`src/rtl/bist_pkg.sv`:
```
// Shared BIST definitions: controller state encoding, MISR width and the
// feedback taps common to the pattern LFSR and the response MISR.
package bist_pkg;

  typedef enum logic [2:0] {
    IDLE  = 3'd0,
    SEED  = 3'd1,
    RUN   = 3'd2,
    CHECK = 3'd3,
    DONE  = 3'd4
  } state_e;

  localparam int MISR_W = 9;
  localparam int TAP_A  = 4;
  localparam int TAP_B  = 1;

endpackage

```
`src/rtl/bist_misr_ctrl_if.sv`:
```
// Control/status bundle between a BIST sequencer (master) and the MISR
// controller (slave).
interface bist_misr_ctrl_if
  import bist_pkg::*;
#(
  parameter int CNT_W = 16
);

  logic              start;
  logic              abort;
  logic [CNT_W-1:0]  num_patterns;
  logic [MISR_W-1:0] golden;
  logic [MISR_W-1:0] resp_in;
  logic              lfsr_init;
  logic              lfsr_en;
  logic              busy;
  logic              done;
  logic              pass;
  logic [MISR_W-1:0] signature;

  modport master (
    output start, abort, num_patterns, golden, resp_in,
    input  lfsr_init, lfsr_en, busy, done, pass, signature
  );

  modport slave (
    input  start, abort, num_patterns, golden, resp_in,
    output lfsr_init, lfsr_en, busy, done, pass, signature
  );

endinterface

```
`src/rtl/misr_9b.sv`:
```
// Multiple-input signature register: shift-right compaction of a response
// word using the same feedback taps as the pattern LFSR.
module misr_9b
  import bist_pkg::*;
#(
  parameter logic [MISR_W-1:0] RESET_VAL = '0
) (
  input  logic              clk_i,
  input  logic              rst_ni,
  input  logic              load_i,
  input  logic [MISR_W-1:0] seed_i,
  input  logic              en_i,
  input  logic [MISR_W-1:0] d_i,
  output logic [MISR_W-1:0] q_o
);

  logic [MISR_W-1:0] q_q;
  logic [MISR_W-1:0] q_d;

  // Seed load wins over compaction so a run always starts from a known value.
  always_comb begin
    q_d = q_q;
    if (load_i) begin
      q_d = seed_i;
    end else if (en_i) begin
      q_d[MISR_W-2:0] = q_q[MISR_W-1:1] ^ d_i[MISR_W-2:0];
      q_d[MISR_W-1]   = q_q[TAP_A] ^ q_q[TAP_B] ^ d_i[MISR_W-1];
    end
  end

  always_ff @(posedge clk_i or negedge rst_ni) begin
    if (!rst_ni) begin
      q_q <= RESET_VAL;
    end else begin
      q_q <= q_d;
    end
  end

  assign q_o = q_q;

endmodule

```
`src/rtl/bist_misr_ctrl.sv`:
```
// BIST run sequencer: seeds and enables the pattern LFSR for num_patterns
// cycles, compacts the CUT response in a MISR and checks it against golden.
module bist_misr_ctrl
  import bist_pkg::*;
#(
  parameter int                CNT_W     = 16,
  parameter logic [MISR_W-1:0] MISR_SEED = '0
) (
  input  logic              clk_i,
  input  logic              rst_ni,
  bist_misr_ctrl_if.slave   bus
);

  state_e            state_q;
  logic [CNT_W-1:0]  cnt_q;
  logic              lfsr_init_q;
  logic              lfsr_en_q;
  logic              busy_q;
  logic              done_q;
  logic              pass_q;
  logic [MISR_W-1:0] signature;
  logic              misrLoad;
  logic              misrEn;

  // An abort edge neither reseeds nor compacts, leaving the partial signature.
  assign misrLoad = (state_q == SEED) && !bus.abort;
  assign misrEn   = (state_q == RUN)  && !bus.abort;

  misr_9b #(
    .RESET_VAL (MISR_SEED)
  ) u_misr (
    .clk_i  (clk_i),
    .rst_ni (rst_ni),
    .load_i (misrLoad),
    .seed_i (MISR_SEED),
    .en_i   (misrEn),
    .d_i    (bus.resp_in),
    .q_o    (signature)
  );

  always_ff @(posedge clk_i or negedge rst_ni) begin
    if (!rst_ni) begin
      state_q     <= IDLE;
      cnt_q       <= '0;
      lfsr_init_q <= 1'b0;
      lfsr_en_q   <= 1'b0;
      busy_q      <= 1'b0;
      done_q      <= 1'b0;
      pass_q      <= 1'b0;
    end else begin
      case (state_q)
        IDLE: begin
          if (bus.start) begin
            state_q     <= SEED;
            lfsr_init_q <= 1'b1;
            busy_q      <= 1'b1;
          end
        end
        SEED: begin
          lfsr_init_q <= 1'b0;
          pass_q      <= 1'b0;
          if (bus.abort) begin
            state_q <= IDLE;
            busy_q  <= 1'b0;
          end else begin
            cnt_q <= '0;
            if (bus.num_patterns == '0) begin
              state_q <= CHECK;
            end else begin
              state_q   <= RUN;
              lfsr_en_q <= 1'b1;
            end
          end
        end
        RUN: begin
          if (bus.abort) begin
            state_q   <= IDLE;
            lfsr_en_q <= 1'b0;
            busy_q    <= 1'b0;
            pass_q    <= 1'b0;
          end else begin
            cnt_q <= cnt_q + CNT_W'(1);
            // Leaving on num_patterns-1 gives exactly num_patterns compactions.
            if (cnt_q == bus.num_patterns - CNT_W'(1)) begin
              state_q   <= CHECK;
              lfsr_en_q <= 1'b0;
            end
          end
        end
        CHECK: begin
          busy_q <= 1'b0;
          if (bus.abort) begin
            state_q <= IDLE;
            pass_q  <= 1'b0;
          end else begin
            state_q <= DONE;
            done_q  <= 1'b1;
            pass_q  <= (signature == bus.golden);
          end
        end
        DONE: begin
          if (!bus.start) begin
            state_q <= IDLE;
            done_q  <= 1'b0;
          end
        end
        default: begin
          state_q <= IDLE;
        end
      endcase
    end
  end

  assign bus.lfsr_init = lfsr_init_q;
  assign bus.lfsr_en   = lfsr_en_q;
  assign bus.busy      = busy_q;
  assign bus.done      = done_q;
  assign bus.pass      = pass_q;
  assign bus.signature = signature;

endmodule
```
`src/flat_wrapper.sv`:
```
// flat-port wrapper written by rule: the top's interface ports become plain ports
module bist_misr_ctrl_flat import bist_pkg::*;
#(
  parameter int                CNT_W     = 16,
  parameter logic [MISR_W-1:0] MISR_SEED = '0
)
  (clk_i, rst_ni, bus_start, bus_abort, bus_num_patterns, bus_golden, bus_resp_in, bus_lfsr_init, bus_lfsr_en, bus_busy, bus_done, bus_pass, bus_signature);
  bist_misr_ctrl_if #(.CNT_W(CNT_W)) bus_i ();
  input  logic clk_i;
  input  logic rst_ni;
  input wire logic [$bits(bus_i.start)-1:0] bus_start;
  input wire logic [$bits(bus_i.abort)-1:0] bus_abort;
  input wire logic [$bits(bus_i.num_patterns)-1:0] bus_num_patterns;
  input wire logic [$bits(bus_i.golden)-1:0] bus_golden;
  input wire logic [$bits(bus_i.resp_in)-1:0] bus_resp_in;
  output wire logic [$bits(bus_i.lfsr_init)-1:0] bus_lfsr_init;
  output wire logic [$bits(bus_i.lfsr_en)-1:0] bus_lfsr_en;
  output wire logic [$bits(bus_i.busy)-1:0] bus_busy;
  output wire logic [$bits(bus_i.done)-1:0] bus_done;
  output wire logic [$bits(bus_i.pass)-1:0] bus_pass;
  output wire logic [$bits(bus_i.signature)-1:0] bus_signature;
  assign bus_i.start = bus_start;
  assign bus_i.abort = bus_abort;
  assign bus_i.num_patterns = bus_num_patterns;
  assign bus_i.golden = bus_golden;
  assign bus_i.resp_in = bus_resp_in;
  assign bus_lfsr_init = bus_i.lfsr_init;
  assign bus_lfsr_en = bus_i.lfsr_en;
  assign bus_busy = bus_i.busy;
  assign bus_done = bus_i.done;
  assign bus_pass = bus_i.pass;
  assign bus_signature = bus_i.signature;
  bist_misr_ctrl #(.CNT_W(CNT_W), .MISR_SEED(MISR_SEED)) u_core (.clk_i(clk_i), .rst_ni(rst_ni), .bus(bus_i));
endmodule
```
`config.mk`:
```
export PLATFORM = sky130hd
export DESIGN_NAME = bist_misr_ctrl_flat
export DESIGN_NICKNAME = d
export VERILOG_FILES = /design/src/rtl/bist_pkg.sv /design/src/rtl/bist_misr_ctrl_if.sv /design/src/rtl/misr_9b.sv /design/src/rtl/bist_misr_ctrl.sv /design/src/flat_wrapper.sv
export SDC_FILE = /design/constraint.sdc
export NUM_CORES = 1
export LEC_CHECK = 0
export ABC_AREA = 1
export CORE_UTILIZATION = 56
export CTS_CLUSTER_DIAMETER = 100
export DETAILED_ROUTE_END_ITERATION = 6
export PLACE_DENSITY = 0.86
export SLEW_MARGIN = 10
export SYNTH_ARGS = -nofsm -noshare
export SYNTH_HDL_FRONTEND = slang
export SYNTH_SLANG_ARGS = --single-unit
```
`constraint.sdc`:
```
create_clock -name clk_i -period 3.73 [get_ports clk_i]
set_input_delay 0.373 -clock clk_i [delete_from_list [all_inputs] [get_ports clk_i]]
set_output_delay 0.373 -clock clk_i [all_outputs]
set_load 0.02 [all_outputs]
```
==> results of run 1 <==
## power breakdown
group | switching (uW) | internal (uW) | total, uW | leakage [uW]
clock | 135 | 129 | 264 | 0.0000450
sequential | 105 | 441 | 546 | 0.000441
combinational | 355 | 288 | 643 | 0.00101
total | 595 | 859 | 1450 | 0.00150
## how the worst max path moves through the flow
stage | startpoint | end | slack [ps]
6_report | u_core.state_q[2] | u_core.cnt_q[1] | 1610
5_1_grt | u_core.state_q[2] | u_core.u_misr.q_o[7] | 1460
4_1_cts | u_core.state_q[2] | u_core.cnt_q[1] | 1650
3_5_place_dp | bus_num_patterns[0] | u_core.state_q[0] | 1420
3_3_place_gp | bus_abort | u_core.bus.busy | 1450
2_1_floorplan | bus_num_patterns[0] | u_core.bus.lfsr_en | 2070
## registers in the layout, summed over array words and instances, names as in the netlist
name and count:
u_core.bus.busy 1, u_core.bus.done 1, u_core.bus.lfsr_en 1, u_core.bus.lfsr_init 1, u_core.bus.pass 1, u_core.cnt_q 16, u_core.state_q 3, u_core.u_misr.q_o 9
## cell type report
type                       count  area [um2]  area share (%)
multi-input combinational    294        1550            47.9
sequential                    33         826            25.6
timing repair buffer          53         526            16.3
inverter                      49         184            5.70
clock buffer                   6        72.6            2.25
tap                           52        65.1            2.02
clock inverter                 2        10.0           0.310
## layer usage
layer  global-route usage, %  up-vias  share of wire [%]
li1                        -     1332                  -
met1                    35.1     1195                 44
met2                    46.4       72                 48
met3                    4.62       14                5.1
met4                    12.2        0                2.1
met5                       0        -                  0
## kinds of logic (layout without fill, tap and decap cells)
kind of cell | Yosys count | in the layout
flops | 33 | 33
fa+ha+maj | 2 | 2
compound gates | 41 | 41
simple gates | 224 | 224
xor+xnor | 27 | 27
buf+inv | 56 | 110
## stage by stage
| stage | hold WS, ps | instances | total power, uW |
|---|---|---|---|
| 6_report | 482 | 489 | 1450 |
| 3_5_place_dp | 476 | 481 | 1190 |
| 4_1_cts | 497 | 489 | 1460 |
| 2_1_floorplan | 77.4 | 383 | 939 |
| 5_1_grt | 521 | 489 | 1550 |
| 3_3_place_gp | 476 | 481 | 1170 |
## cells in the final DEF (no fill, tap or decap), types with 8 or more instances in the layout
| cell | n |
|---|---|
| o21ai_0 | 14 |
| xor2_1 | 10 |
| inv_1 | 47 |
| xnor2_1 | 17 |
| clkdlybuf4s50_1 | 51 |
| dfrtp_1 | 33 |
| nor2_1 | 45 |
| nand2_1 | 105 |
| nand3_1 | 35 |
| a21oi_1 | 8 |
==> run metrics, run 1 <==
final core utilization=approximately three quarters; pwr dens=450 nW/um2; Post-Syn Area=2590 um2; simple-gate share of the synthesized area=40.3%; initial antenna violation count=0; crit-path cells=nor3_2 -> nand2_1 -> nand2_2 -> inv_1 -> a22o_1; Antenna diodes=0; crit path time final=approximately 2100 ps; dpl hpwl=5.05 mm; Compound-Gate Fraction of Synth Area=9.33%; kind of start point of the critical path=register; final wirelength=6.32 mm; clk_lat worst skew=300 ps; Seq/Total Area, Yosys=31.9%; Reg2Reg Launch Point=u_core.state_q[2]; count leader, synth=nand2_1; worst path required time=approximately 3900 ps; Mapped Nets=423; clock tree buffer depth=2; multiplexer share of the synthesized area=0%; Fill cells=around 360; H-tree Lvls=2; Area after DPL=3150 um2; CTS tree=built; Setup Viol. Count Final=0; clock slew at reported path FFs=around 70 ps; Leakage Power=0.00150 uW; RR Endpoint=u_core.cnt_q[1]; CP peak stage delay=480 ps; family with the most delay on the worst path=simple AND/OR/NAND/NOR gates; WL/cell=~13 um; crit path capture type=register; area delta synth->final=24.8%; Crit Path Max Fanout=16; Hold/Removal Path Class=in -> async; vias per cell=approximately 5.3; Clock Sinks=33; max frequency=0.473 GHz; Arr. time, crit path=2290 ps; Rel. slew slack=71.9%; 1st-iter DRT viols=94; number of synthesized flops with an enable pin=0; status=completed; Worst Tran Pin Value=422 ps; Async SR Flop Fraction=100%; Overflow after GRT=0; largest net degree at the start of global routing=34; # rows=24; gpl congestion=approximately 0.94; Fin Setup TNS=0 ps; Crit path depth=5; # hold bufs at CTS=0; cts repair resizes=0; RSZ-0062 raised after global routing=no; largest family of logic cells by synthesized area=simple AND/OR/NAND/NOR gates; share of layout cells above drive strength 1=7.78%; XOR/XNOR share of the synthesized area=9.14%; reg2reg path depth=5; Critical-path top delay cell=dfrtp_1; reg2reg setup slack=1610 ps; Post-DRT Antenna Nets=0; final instance area=between 3000 and 4000 um2; number of port buffers=51; total CTS buffers=5; Synth area leader=dfrtp_1; main flop type after synthesis=dfrtp_1; Setup WS post-layout=1610 ps; Die ar.=4900 um2; Core Box Area=between 4000 and 5000 um2; Post-synth top cells=nand2_1 (105), inv_1 (47), nor2_1 (45); Detailed Routing Iterations Pass 1=4; ranking of synthesized cells by area=dfrtp_1 (32%), nand2_1 (15%), inv_1 (6.8%); Setup Buffers After CTS=0; DRC=0; Synth Area in Adders=0.967%; Synth top area share=31.9%; fin crit share=56.7%; Max Cap Viol=0; GRT Overall Usage=27.7%; synthesized netlist cell count=383; via count=2613; register bit count reported by yosys=33; Crit Path Class=reg -> reg; Distinct cells, synth=36; Avg Cell Area, Syn=between 6 and 7 um2; DP Worst Slack=1420 ps; vias in the first global route=2516; Hold Fails Final Rpt=0; Top Ports=52; max-slew violation count=0; crit path buf inv count=1; Starting Density=59.0%; Worst VDD drop=roughly 0.38 mV; global-route wire length before repair=approximately 11 mm; Die Height=between 60 and 70 um; Root Driver=clkbuf_8; # nets final=~480; die width=between 60 and 70 um; Fin Clk Skew=8.10 ps; Yosys warning total=0
Note: power is estimated with default switching activity, not from simulation.
==> inputs of run 2 (changes only) <==
- CORE_UTILIZATION: 56 -> 47
- PLACE_DENSITY: 0.86 -> 0.77
- clock period: 3.73 -> 1.8 ns (I/O delays scaled with it)
==> run metrics, run 2 (synthesis gave the netlist of run 1 again) <==
Largest Register=u_core.cnt_q; total CTS buffers=5; Worst Tran Pin Value=411 ps; status=completed; clock tree buffer depth=2; Crit Path Class=reg -> reg; Rel. slew slack=about 73%; RSZ-0062 raised after global routing=no; # nets final=508; Antenna diodes=0; Max Cap Viol=0; clock slew at reported path FFs=70 ps; Post-DRT Antenna Nets=0; share of layout cells above drive strength 1=16.9%; Overflow after GRT=0; Die Height=76.2 um; final wirelength=6.52 mm; Detailed Routing Iterations Pass 1=4; die width=76.2 um; RR Endpoint=u_core.cnt_q[14]; hold slack=299 ps; Root Driver=clkbuf_8; Starting Density=49.7%; initial antenna violation count=0; met2 usage=42.7%; global-route wire length before repair=approximately 11 mm; Worst VDD drop=0.830 mV; number of port buffers=51; gr busiest metal=met2; kind of start point of the critical path=register; dpl hpwl=5.16 mm; Hold/Removal Path Class=in -> async; clk_lat worst skew=280 ps; Crit Path Max Fanout=3; Core Box Area=between 5000 and 6000 um2; max-slew violation count=0; reg2reg path depth=8; Hold Fails Final Rpt=0; crit path capture type=register; vias in the first global route=2716; # rows=26; Largest register FFs=16; Reg2Reg Launch Point=u_core.cnt_q[1]; GRT Overall Usage=23.9%; worst path required time=1960 ps; Clock Sinks=33; reg2reg setup slack=between 100 and 150 ps; Fin Clk Skew=5.88 ps; 1st-iter DRT viols=between 200 and 250; DRC=0; Leakage Power=~0.0017 uW; Top Ports=52; H-tree Lvls=2; largest net degree at the start of global routing=34; met1 usage=30.9%; grt met3 use=around 3.0%; max frequency=about 0.6 GHz; pwr dens=between 800 and 900 nW/um2; gpl congestion=0.892; Arr. time, crit path=1840 ps; commonest non-fill, non-tap cells in the layout=nand2_1 (105), clkdlybuf4s50_1 (47), inv_1 (42), nor2_1 (40); fin crit share=93.2%; commonest non-fill, non-tap cell in the layout=nand2_1; Setup Viol. Count Final=0; WL/cell=12.1 um; CTS tree=built; Fin Setup TNS=0 ps; Die ar.=5810 um2; vias per cell=5.06; crit path time final=1680 ps; area delta synth->final=37.1%; # hold bufs at CTS=0; via count=2720
## run 2: what timing repair did
item,in CTS,in global routing
setup endpoints to repair,2,3
resized for setup,1,18
pin swaps,1,4
buffers inserted,1,1
## run 2: metal layers
layer  vias up  wire [um]
li1       1394          -
met3         7        361
met5         -          0
met2        82       3040
met4         0         57
met1      1237       3060
## run 2: cell type report
cell class              count  area [um2]
clock buffers               6        82.6
clock inverters             1        7.51
fillers                   446        1660
inverters                  49         184
multi-input cells         294        1580
flip-flops and latches     33         826
well taps                  70        87.6
repair buffers             85         776
## run 2: worst max-delay path: stages, from the launching register on
cell and delay (ps):
dfrtp_1 350, ha_1 180, nand3_1 170, nor4_4 200, nand2_2 90, nor2_4 110, nand3_1 140, o21ai_1 210
o22ai_2 100
## run 2: power breakdown
group,internal [uW],total (uW),switching (uW)
logic,703,1510,807
registers,915,1110,194
clock network,302,573,270
## run 2: worst max-delay path by stage
| stage | startpoint | end | depth (start not counted) |
|---|---|---|---|
| 2_1_floorplan | u_core.cnt_q[0] | u_core.cnt_q[14] | 8 |
| 3_3_place_gp | bus_num_patterns[0] | u_core.state_q[0] | 15 |
| 3_5_place_dp | bus_num_patterns[0] | u_core.state_q[0] | 15 |
| 4_1_cts | bus_num_patterns[0] | u_core.state_q[0] | 15 |
| 5_1_grt | bus_num_patterns[6] | u_core.state_q[0] | 14 |
| 6_report | u_core.cnt_q[1] | u_core.cnt_q[14] | 8 |
## run 2: per-stage QoR
step / util, % / std cells / instance area, um2 / setup WS [ps] / power, uW
after floorplan: - / 383 / 2590 / 182 / 1950
after global placement: 65.2 / 529 / 3390 / -215 / 2560
after detailed placement: 65.2 / 529 / 3390 / -306 / 2610
after CTS: 67.1 / 537 / 3490 / 16.5 / 3200
after global routing: 68.1 / 538 / 3550 / 6.35 / 3410
final: 68.1 / 538 / 3550 / 122 / 3190
==> inputs of run 3 (changes only) <==
- ABC_AREA: 1 -> not set
- CORE_UTILIZATION: 47 -> 46
- CTS_CLUSTER_SIZE: not set -> 10
- GPL_ROUTABILITY_DRIVEN: not set -> 0
==> run metrics, run 3 <==
Top Ports=52; worst path required time=roughly 2000 ps; sequential cell area=826 um2; GRT Overall Usage=26.8%; Setup Viol. Count Final=2; main flop type after synthesis=dfrtp_1; largest net degree at the start of global routing=34; number of port buffers=51; fin crit share=111%; Critical-path top delay cell=or4_4; final core utilization=between 70% and 80%; 1st-iter DRT viols=between 100 and 150; Setup WS post-layout=-191 ps; Crit Path Class=in -> reg; die width=73.0 um; crit path time final=1990 ps; Post-DRT Antenna Nets=0; Async SR Flop Fraction=100%; max-slew violation count=0; DP Worst Slack=-899 ps; dpl hpwl=4.58 mm; Fin Clk Skew=~11 ps; crit path capture type=register; Worst VDD drop=slightly below 0.7 mV; CTS tree=built; Worst Tran Pin Value=463 ps; final non-filler cell total=435; WL/cell=14.3 um; crit path buf inv count=2; total CTS buffers=5; RSZ-0062 raised after global routing=yes; vias in the first global route=2387; # rows=25; global-route wire length before repair=10.9 mm; Antenna diodes=0; Post-Syn Area=around 2300 um2; reg2reg path depth=7; Hold/Removal Path Class=in -> async; Placed Cells=423; family with the most delay on the worst path=simple AND/OR/NAND/NOR gates; max frequency=0.502 GHz; DRC=0; Distinct cells, synth=between 40 and 50; Max Cap Viol=0; clock tree buffer depth=2; Area after DPL=3200 um2; Overflow after GRT=0; Synth area leader=dfrtp_1; Synth top area share=about 36%; count leader, synth=o21ai_0; Seq/Total Area, Yosys=a little over a third; CP peak stage delay=between 400 and 500 ps; Arr. time, crit path=2230 ps; Multi-input gate area=1500 um2; Root Driver=clkbuf_8; Crit path depth=9; Crit Path Max Fanout=2; synthesized netlist cell count=about 270; Yosys warning total=0; clk_lat worst skew=roughly 290 ps; status=finished with violations; Largest register FFs=16; Leakage Power=between 0.001 and 0.0015 uW; final instance area=about 3400 um2; area delta synth->final=46.7%; Detailed Routing Iterations Pass 1=4; register bit count reported by yosys=33; # nets final=407; Mapped Nets=314; number of synthesized flops with an enable pin=0; vias per cell=5.46; Avg Cell Area, Syn=8.45 um2; Clock Sinks=33; crit-path cells=clkdlybuf4s15_1 -> or4_4 -> buf_4 -> nor4_4 -> mux2_4 -> mux2i_1 -> a22oi_2 -> a2111oi_4 -> o211a_1; pwr dens=between 800 and 900 nW/um2; Largest Register=u_core.cnt_q; share of layout cells above drive strength 1=between 20% and 30%; failing checks=setup timing; Rel. slew slack=~69%; commonest non-fill, non-tap cells in the layout=buf_4 (47), clkdlybuf4s50_1 (40), o21ai_0 (37), dfrtp_1 (33), nand2_1 (30); ranking of synthesized cells by area=dfrtp_1 (36%), xnor2_1 (9.1%), o21ai_0 (8.6%); final wirelength=6.23 mm; Fin Setup TNS=-381 ps; clock slew at reported path FFs=70 ps; Die ar.=around 5300 um2; commonest non-fill, non-tap cell in the layout=buf_4; H-tree Lvls=2; Fill cells=376; Die Height=73.0 um; Hold Fails Final Rpt=0; via count=2376; Core Box Area=4790 um2; Starting Density=48.4%; Post-synth top cells=o21ai_0 (40), dfrtp_1 (33), nand2_1 (30); kind of start point of the critical path=input port; initial antenna violation count=0
[run 3: cell count changes after synthesis, moves of 9 or more]
cell      delta
nand3_1     -31
nand2_1     -75
xor2_1       +9
nor2_1      -27
inv_1       -42
o21ai_0     +26
clkbuf_1    +11
[run 3: final timing paths]
| path | startpoint | to | slack, ps |
|---|---|---|---|
| worst min-delay path | rst_ni | u_core.cnt_q[3] | 300 |
| worst min register to register | u_core.bus.busy | u_core.bus.busy | 520 |
| worst max register to register | u_core.cnt_q[6] | u_core.state_q[0] | -40 |
| worst max-delay path | bus_num_patterns[6] | u_core.state_q[0] | -190 |
| min in group clk_i | u_core.bus.busy | u_core.bus.busy | 520 |
| max in group asynchronous | rst_ni | u_core.state_q[1] | 1190 |
[run 3: where the power goes]
group	total, uW	internal (uW)	switching (uW)
registers	1070	885	186
logic	1350	658	688
clock network	542	268	274
total	2960	1810	1150
[run 3: per-layer routing]
metal | wire, um | part of all wire [%] | track usage (%)
met5 | 0 | 0 | 0
met2 | 3020 | 49 | 44.3
met4 | 91 | 1.5 | 7.84
met3 | 325 | 5.2 | 5.52
met1 | 2790 | 45 | 35.5
[run 3: final cells by class]
| cell class | instances | share of cell area [%] |
|---|---|---|
| inverters | 5 | 0.552 |
| multi-input cells | 221 | 44.1 |
| clock inverters | 2 | 0.295 |
| well taps | 67 | 2.47 |
| flip-flops and latches | 33 | 24.3 |
| clock buffers | 6 | 2.14 |
| repair buffers | 101 | 26.2 |
[run 3: cell families (layout without fill, tap and decap cells)]
kind of cell,after synthesis,after routing,synth area share [%]
xor gates and xnor gates,43,43,16.3
and+or+nand+nor,99,99,23.3
buffers and inverters,20,114,3.62
adders and majority gates,2,2,1.08
AOI/OAI and AO/OA,74,74,18.7
muxes,3,3,1.35
DFF,33,33,35.7
[run 3: stage by stage]
| step | hold WS [ps] | total power (uW) |
|---|---|---|
| after floorplan | -116 | 1810 |
| after global placement | 499 | 2370 |
| after detailed placement | 502 | 2410 |
| after CTS | 313 | 2970 |
| after global routing | 335 | 3190 |
| final | 297 | 2960 |
[run 3: timing repair]
action	in CTS	in global routing
pin swaps	13	11
setup endpoints to repair	2	5
setup buffers	3	1
cloned	0	0
hold buffers	0	0
gates resized for setup	40	7
